File: src/rtl/counter_sched_pkg.sv
// Package for counter_scheduler: scheduler state encoding, default widths and a
// constant-evaluable clog2 used to size the round-robin pointer.
// No ports.
package counter_sched_pkg;

  localparam int unsigned LIMIT_W_DEFAULT = 17;
  localparam int unsigned N_REQ_DEFAULT   = 4;

  typedef enum logic [2:0] {
    StIdle,
    StStart,
    StWaitRise,
    StRun,
    StDone
  } sched_state_t;

  // Ceiling log2; returns 0 for v <= 1.
  function automatic int unsigned clog2(input int unsigned v);
    int unsigned r;
    r = 0;
    while ((32'd1 << r) < v) begin
      r++;
    end
    return r;
  endfunction

endpackage

File: src/rtl/rr_arbiter.sv
// Combinational round-robin arbiter.
// Searches req starting at index ptr, wrapping to 0, and returns a one-hot grant
// (all zero when no request is present). With ptr tied to 0 it degenerates into a
// fixed-priority arbiter where the lowest index wins.
// Ports:
//   req  in   N_REQ   request vector
//   ptr  in   PTR_W   index at which the search starts
//   gnt  out  N_REQ   one-hot winner or zero
module rr_arbiter #(
  parameter int unsigned N_REQ = 4,
  parameter int unsigned PTR_W = 2
) (
  input  logic [N_REQ-1:0] req,
  input  logic [PTR_W-1:0] ptr,
  output logic [N_REQ-1:0] gnt
);

  logic found;

  always_comb begin
    gnt   = '0;
    found = 1'b0;
    // First pass: indices at or above the pointer.
    for (int j = 0; j < N_REQ; j++) begin
      if (!found && req[j] && (j >= int'(ptr))) begin
        gnt[j] = 1'b1;
        found  = 1'b1;
      end
    end
    // Second pass: wrap around to the indices below the pointer.
    for (int j = 0; j < N_REQ; j++) begin
      if (!found && req[j] && (j < int'(ptr))) begin
        gnt[j] = 1'b1;
        found  = 1'b1;
      end
    end
  end

endmodule

File: src/rtl/counter_scheduler.sv
// Shares one counter between N_REQ requesters. Arbitrates among level requests,
// latches the winner's limit, pulses the counter start, tracks the count to
// completion and returns a per-requester done pulse plus a qualified result stream.
//
// Configuration macro: COUNTER_SCHED_FIXED_PRIO_EN
//   defined   -> fixed priority (lowest index wins), no round-robin pointer
//   undefined -> round-robin, pointer advances past the last owner
//
// Ports:
//   clk           in   1              clock, all logic on posedge
//   reset         in   1              synchronous, active-high
//   req           in   N_REQ          level request per requester
//   req_limit     in   N_REQ*LIMIT_W  limit per requester, slice i at [i*LIMIT_W +: LIMIT_W]
//   grant         out  N_REQ          one-hot owner, held for the whole job
//   done          out  N_REQ          one-cycle pulse to the owner at job end
//   busy          out  1              job in progress
//   res_valid     out  1              res_value holds a live count for the owner
//   res_value     out  LIMIT_W        registered copy of cnt_result
//   cnt_start     out  1              counter start strobe
//   cnt_limit     out  LIMIT_W        counter limit, stable for the whole job
//   cnt_counting  in   1              counter running flag
//   cnt_result    in   LIMIT_W        counter current value
module counter_scheduler
  import counter_sched_pkg::*;
#(
  parameter int unsigned N_REQ   = N_REQ_DEFAULT,
  parameter int unsigned LIMIT_W = LIMIT_W_DEFAULT
) (
  input  logic                     clk,
  input  logic                     reset,
  input  logic [N_REQ-1:0]         req,
  input  logic [N_REQ*LIMIT_W-1:0] req_limit,
  output logic [N_REQ-1:0]         grant,
  output logic [N_REQ-1:0]         done,
  output logic                     busy,
  output logic                     res_valid,
  output logic [LIMIT_W-1:0]       res_value,
  output logic                     cnt_start,
  output logic [LIMIT_W-1:0]       cnt_limit,
  input  logic                     cnt_counting,
  input  logic [LIMIT_W-1:0]       cnt_result
);

  localparam int unsigned PtrW = (N_REQ > 1) ? clog2(N_REQ) : 1;

  sched_state_t        state_q;
  logic [N_REQ-1:0]    win_gnt;
  logic [LIMIT_W-1:0]  win_limit;
  logic [PtrW-1:0]     arb_ptr;

`ifdef COUNTER_SCHED_FIXED_PRIO_EN
  assign arb_ptr = '0;
`else
  logic [PtrW-1:0] ptr_q;
  logic [PtrW-1:0] ptr_d;

  assign arb_ptr = ptr_q;

  // Next search starts just past the current owner.
  always_comb begin
    ptr_d = ptr_q;
    for (int i = 0; i < N_REQ; i++) begin
      if (grant[i]) begin
        ptr_d = (i == int'(N_REQ) - 1) ? '0 : PtrW'(i + 1);
      end
    end
  end
`endif

  rr_arbiter #(
    .N_REQ (N_REQ),
    .PTR_W (PtrW)
  ) u_arbiter (
    .req (req),
    .ptr (arb_ptr),
    .gnt (win_gnt)
  );

  always_comb begin
    win_limit = '0;
    for (int i = 0; i < N_REQ; i++) begin
      if (win_gnt[i]) begin
        win_limit = req_limit[i*LIMIT_W +: LIMIT_W];
      end
    end
  end

  assign busy = (state_q != StIdle);

  always_ff @(posedge clk) begin
    if (reset) begin
      state_q   <= StIdle;
      grant     <= '0;
      done      <= '0;
      res_valid <= 1'b0;
      res_value <= '0;
      cnt_start <= 1'b0;
      cnt_limit <= '0;
`ifndef COUNTER_SCHED_FIXED_PRIO_EN
      ptr_q     <= '0;
`endif
    end else begin
      done      <= '0;
      cnt_start <= 1'b0;
      unique case (state_q)
        StIdle: begin
          // The counter has no reset; never restart it while a stale job still runs.
          if ((|req) && !cnt_counting) begin
            grant     <= win_gnt;
            cnt_limit <= win_limit;
            if (win_limit == '0) begin
              // A zero limit would make the counter wrap the full range.
              state_q <= StDone;
            end else begin
              cnt_start <= 1'b1;
              state_q   <= StStart;
            end
          end
        end
        StStart: begin
          state_q <= StWaitRise;
        end
        StWaitRise: begin
          if (cnt_counting) begin
            res_valid <= 1'b1;
            res_value <= cnt_result;
            state_q   <= StRun;
          end
        end
        StRun: begin
          if (cnt_counting) begin
            res_value <= cnt_result;
          end else begin
            res_valid <= 1'b0;
            state_q   <= StDone;
          end
        end
        StDone: begin
          done      <= grant;
          grant     <= '0;
          res_valid <= 1'b0;
`ifndef COUNTER_SCHED_FIXED_PRIO_EN
          ptr_q     <= ptr_d;
`endif
          state_q   <= StIdle;
        end
        default: begin
          state_q <= StIdle;
        end
      endcase
    end
  end

endmodule

File: config.mk
export PLATFORM = sky130hd
export DESIGN_NAME = counter_scheduler
export DESIGN_NICKNAME = d
export VERILOG_FILES = /design/src/rtl/counter_sched_pkg.sv /design/src/rtl/rr_arbiter.sv /design/src/rtl/counter_scheduler.sv
export SDC_FILE = /design/constraint.sdc
export NUM_CORES = 1
export LEC_CHECK = 0
export CAP_MARGIN = 40
export CELL_PAD_IN_SITES_DETAIL_PLACEMENT = 0
export CELL_PAD_IN_SITES_GLOBAL_PLACEMENT = 1
export CORE_UTILIZATION = 25
export CTS_BUF_LIST = sky130_fd_sc_hd__clkbuf_4
export DETAILED_ROUTE_END_ITERATION = 8
export PLACE_DENSITY = 0.9
export SLEW_MARGIN = 25
export SYNTH_ARGS = -nofsm -noshare
export SYNTH_HDL_FRONTEND = slang
export SYNTH_SLANG_ARGS = --single-unit
File: constraint.sdc
create_clock -name clk -period 2.8 [get_ports clk]
set_clock_uncertainty 0.2 [all_clocks]
set_input_delay 0.7 -clock clk [delete_from_list [all_inputs] [get_ports clk]]
set_output_delay 0.7 -clock clk [all_outputs]
set_load 0.03 [all_outputs]
# Yosys cells after proc, flatten, opt, wreduce, memory -nomap -nowiden
# Cells that the tools add are included.
# totals
ff_bits,49
input_bits,92
output_inout_bits,45
elab_cells,91
# classes
order_cmp,6
eq_ne,7
mux,31
bitwise_logic,3
n_reduce_logical,36
# ops
operator,count
$mux W17,4
$logic_not A17 Y1,1
$mux W1,15
$logic_and A1 B1 Y1,13
$mux W3,4
$pmux W3 S4,1
$mux W2,4
$pmux W4 S2,1
$reduce_and A2 Y1,4
$logic_not A1 Y1,7
$eq A3 B2 Y1 const B,2
$ne A2 B2 Y1 const B,3
$reduce_and A3 Y1,2
$reduce_bool A3 Y1,2
$ge A1 B2 Y1 const A,2
$lt A1 B2 Y1 const A,2
$mux W4,1
$reduce_bool A4 Y1,1
$reduce_or A2 Y1,2
$reduce_or A4 Y1,1
$eq A3 B1 Y1 const B,1
$eq A3 B3 Y1 const B,1
$logic_not A3 Y1,1
$not A1 Y1,3
other kinds (5),5

# Depth between registers and ports, before layout
# Gate-level depths: netlist of the first run.
# logic_depth
word_depth,32
mapped_depth,9
mapped_depth_nobuf,7

# Modules after synthesis
# A second synthesis of the first run with hierarchy kept.
# unflattened
cells_unflattened,316
hier_area_um2,2429.8
# modules_own_cells
mod,instances,cells_each,area_each_um2,seq_area_each_um2
counter_scheduler,1,299,2326.0,980.9
rr_arbiter,1,17,103.8,0.0

# Least setup slack after synthesis of the first run
# Ideal clock, no wire load.
# synth_timing
path_kind,input-to-reg
startpoint,in req[3]
endpoint,reg state_q[0]
setup_time_ns,0.132
arrival_time_ns,2.584
required_time_ns,2.468
slack_ns,-0.116
cell_stages,8
n_path_buf,1
path_cell_list,nor2_1 o21bai_1 a21o_1 buf_2 mux2_2 or4_4 nor4_4 o22ai_1
# synth_between
elab_chain_cells,20
word_cells_on_any_way,29
classes_between,eq/ne (1); mux (14); reduce/logical (14)
# synth_rtl
item,line,rtl
start: declaration,counter_scheduler.sv:31,"input logic [N_REQ-1:0] req,"
$logic_and A1 B1 Y1,rr_arbiter.sv:25,if (!found && req[j] && (j >= int'(ptr))) begin
$mux W1,rr_arbiter.sv:25,
$logic_not A1 Y1,rr_arbiter.sv:32,if (!found && req[j] && (j < int'(ptr))) begin
$logic_and A1 B1 Y1 (2 in a row),rr_arbiter.sv:32,
$mux W1,rr_arbiter.sv:32,
$logic_not A1 Y1,rr_arbiter.sv:32,
$logic_and A1 B1 Y1 (2 in a row),rr_arbiter.sv:32,
$mux W1,rr_arbiter.sv:32,
$logic_not A1 Y1,rr_arbiter.sv:32,
$logic_and A1 B1 Y1 (2 in a row),rr_arbiter.sv:32,
$mux W1,rr_arbiter.sv:32,
$mux W17 (2 in a row),counter_scheduler.sv:82,if (win_gnt[i]) begin
$logic_not A17 Y1,counter_scheduler.sv:111,if (win_limit == '0) begin
$mux W3,counter_scheduler.sv:111,
$mux W3,counter_scheduler.sv:108,if ((|req) && !cnt_counting) begin
$pmux W3 S4,counter_scheduler.sv:105,unique case (state_q)
end signal: assignment,counter_scheduler.sv:113,state_q <= StDone;
end signal: assignment,counter_scheduler.sv:116,state_q <= StStart;
end signal: assignment,counter_scheduler.sv:121,state_q <= StWaitRise;
end: declaration,counter_scheduler.sv:46,sched_state_t state_q;
# Several ways; a longest one is shown, not always the timed one. The select of a mux whose other input is x is not followed.
# A chain may end at the register's enable or synchronous reset.

# Final worst setup path of the first run
# layout_timing
startpoint,in req_limit[22]
endpoint,reg state_q[0]
# layout_between
elab_chain_cells,7
# layout_rtl
item,line,rtl
start: declaration,counter_scheduler.sv:32,"input logic [N_REQ*LIMIT_W-1:0] req_limit,"
$mux W17 (3 in a row),counter_scheduler.sv:82,
$logic_not A17 Y1,counter_scheduler.sv:111,
$mux W3,counter_scheduler.sv:111,
$mux W3,counter_scheduler.sv:108,
$pmux W3 S4,counter_scheduler.sv:105,
# Every way passes these cells. The select of a mux whose other input is x is not followed.

==> impl_summary.md, run 1 <==
Yosys
Counting flops with a built-in enable in the synthesized netlist gives 0. The area of the mapped netlist is 2470 sq um. The top cell type's share of synthesized area is 0.397. The share of async-settable or async-resettable flops after synthesis is 0.

The proportion of synthesized chip area in sequential cells is 0.397. By area the synthesized netlist is led by dfxtp_1 (40%), a21oi_1 (8.5%), nand2_1 (8.4%). The number of warning messages in the yosys log is 0. The top cell type by total area after synthesis is dfxtp_1. nand2_1 is the most common cell in the netlist.

The per-instance average area after synthesis is 7.75 sq um. The netlist uses 45 different library cells. For this run, the leading register cell type out of synthesis is dfxtp_1. The net count of the mapped netlist is 411.

Counting instances in the post-synthesis netlist gives the leading cell types as nand2_1 (55), dfxtp_1 (49), a21oi_1 (42). The synthesized instance count is 319. In this run, synthesis produced a sequential element count of 49.

Worst setup path
The worst path required time is 2.86 ns. The worst setup path is of the in -> reg kind. The maximum cell stage delay along the critical path is 0.54 ns. The highest-delay cell along the critical path is or4bb_4. The worst register-to-register path has a depth of 8. The category of cells accounting for the largest share of critical-path delay is simple AND/OR/NAND/NOR gates. Along the worst path, the maximum fanout reaches 3. The worst register-to-register path ends at state_q[0]. STA classifies the critical path endpoint as a register.

The buffers plus inverters on the worst setup path is 1. Walking the worst path, the cells encountered are dlygate4sd2_1 -> or4_4 -> o41ai_4 -> o21ai_1 -> or4bb_4 -> nor4_4 -> o22ai_1. The setup slack on the worst flop-to-flop path is 0.15 ns. The critical path launch point type is an input port. At the worst endpoint, the arrival time is 2.80 ns.

The startpoint identified for the worst register-to-register timing path is arb_ptr[1].

Routing
Wires add up to 8880 um. The post-detailed-route via-to-cell ratio is 4.85. After detailed routing, the met2 layer carries 4220 um of wire. The detailed router's first-iteration violation count is 121. The antenna violation net count after detailed routing is 0.

For this run, the detailed router's first-pass iteration total came to 4. The final route contains 3006 vias. The average detailed-routed wire length per instance is 14.3 um.

The highest routing layer actually used is met4. The number of design rule violations left after detail routing is 0. The met1 wire length is 3950 um. Summed over all nets, wire length on met3 after detailed routing comes to 609 um.

Clock network
The clock transition at the registers of the reported paths is 0.15 ns. Clock tree synthesis inserted a total of 5 buffers. The latest clock arrival within the worst-skew pair is 0.38 ns. For this design, the CTS-stage hold fixing added 0 buffers. The H-tree was split into 2 levels. In this run the clock root is driven by a clkbuf_4. The clock passes through at most 2 buffers. For this design, the sink count on the clock tree is 49. The clock tree from TritonCTS is yes.

Flow run
Across the run, the number of max-cap violations was 0.

Placed design
The post-place instance area is 4230 sq um. At the placement stage, the worst setup path has a slack of -0.720 ns. After legalization and detailed placement, the total HPWL measured 6920 um.

The final weighted congestion of routability-driven global placement is 0.913. Buffers placed on the I/O ports in this run total 136.

Power and ir drop
IR analysis of the VDD net gives a maximum drop of 266 uV. The power density normalized to cell area is 401 nW/um^2. The leakage power is 1.69 nW.

Final layout
The number of filler instances in the final layout is 940. The cell area after layout is 4420 sq um. Summing all flip-flop and latch instances after layout gives 985 sq um. The area of the multi-input gates is 1440 sq um. After the last flow step, the layout net total stands at 582. The area growth from synthesis to layout is 78.6%. The repair_antennas step left the layout with diodes totalling 0. The fraction of layout instances using a drive strength above 1 is 0.167.

Timing
For the pin with the worst max-slew slack, the measured transition is 0.653 ns. The final worst slack is 0.0607 ns. The part of the cycle the worst path needs is 0.978. The number of max-slew violations in the final report is 0. The final setup violation count is 0. The final number of hold-violating endpoints is 0.

Headroom to the max-slew limit came out at 0.564. Setup repair after global routing could not meet its margin everywhere. The top achievable clock speed is 365 MHz. The total negative slack for setup checks is 0 ns. Across all hold checks on the routed design, the worst slack comes to 0.262 ns.

The clock period could shrink to 2.74 ns.

Worst hold path
The path class of the tightest hold or removal check is reg -> reg. The beginning of the worst hold path is res_value[13]. The worst min-delay path endpoint is res_value[13].

The instance count along the most critical hold path is 2.

Die
The die span in y is 101 um. The count of standard-cell rows is 35. The overall die area is 10300 sq um. For this configuration, the core starts out at a cell density of 0.263. The area of the core is 9420 sq um. The number of top-level design ports is 137. The width of the die is 101 um.

GRT
The first global-routing pass estimated 13800 um of wire. The via count of the first global-routing pass is 2886. The initial antenna violation count came to 0. In the global route stage, overall resource usage came out at 0.171. The largest net degree at the start of global routing is 34. Global routing finished with a remaining overflow of 0.

Status
The flow ran to the end, and the final reports show no timing, DRC or antenna violations.
## tightest hold or removal path: cells and delay by family, from the launching register on
kind             cells  cell delay, ns
flip-flops           1            0.33
AND/OR/NAND/NOR      1            0.05
AO/OA/AOI/OAI        1            0.05
## stage by stage
step	utilization	std cells	power [mW]
2_1_floorplan	-	319	1.03
3_3_place_gp	0.449	606	1.33
3_5_place_dp	0.449	606	1.34
4_1_cts	0.461	615	1.79
5_1_grt	0.469	620	1.87
6_report	0.469	620	1.77
## cell families (layout without fill, tap and decap cells)
kind of cell           Yosys count  in the layout  synth area share
buffers and inverters           29            201            0.0516
AND/OR/NAND/NOR                120            120             0.224
flip-flops                      49             49             0.397
multiplexers                     2              2            0.0106
AO/OA/AOI/OAI                  119            119             0.317
## where the power goes
group	total (mW)	leakage, nW	switching [mW]	internal (mW)
sequential	0.762	0.400	0.0257	0.736
clock	0.431	0.0414	0.242	0.189
combinational	0.576	1.24	0.281	0.295
## placed cells by master, fill, tap and decap left out, types with 6 or more instances in the layout
cell type	count
o22ai_1	11
nand2_1	55
o21ai_0	6
nor2_1	31
clkdlybuf4s50_1	123
a211oi_1	17
dfxtp_1	48
a21oi_1	41
buf_4	50
a22oi_1	12
inv_1	7
## state kept, by name, summed over array words and instances (netlist names)
| signal | flops |
|---|---|
| res_valid | 1 |
| state_q | 3 |
| cnt_limit | 17 |
| res_value | 17 |
| cnt_start | 1 |
| done | 4 |
| arb_ptr | 2 |
| grant | 4 |
## per-layer routing
| layer | up-vias | global-route usage |
|---|---|---|
| li1 | 1508 | - |
| met1 | 1345 | 0.215 |
| met2 | 145 | 0.300 |
| met3 | 8 | 0.0304 |
| met4 | 0 | 0.0435 |
| met5 | - | 0 |
## layout make-up
type,instances,share of cell area
clock inverters,3,0.0105
well taps,129,0.0366
flip-flops and latches,49,0.223
repair buffers,186,0.390
multi-input cells,241,0.326
inverters,7,0.00595
clock buffers,5,0.00850
## worst max-delay path by stage
| stage | from | to | slack, ns | depth (start not counted) |
|---|---|---|---|---|
| global placement | req_limit[23] | state_q[0] | -0.62 | 7 |
| finish | req_limit[22] | state_q[0] | 0.06 | 7 |
| CTS | req_limit[6] | state_q[0] | 0.01 | 6 |
| floorplan | req[0] | state_q[0] | 0.03 | 8 |
| detailed placement | req[0] | state_q[0] | -0.72 | 9 |
| global route | arb_ptr[1] | state_q[0] | -0.05 | 8 |
## repair_timing
item,CTS,global route
setup buffers,1,5
endpoints found under the setup margin,3,3
resized for setup,18,20
pin swaps,6,11
(Power assumes the default switching activity.)
==> run 2: changes to the inputs <==
Settings changed: SLEW_MARGIN 25 to not set.
==> results of run 2 <==
No change in the layout: final DEF, timing and power equal those of run 1.
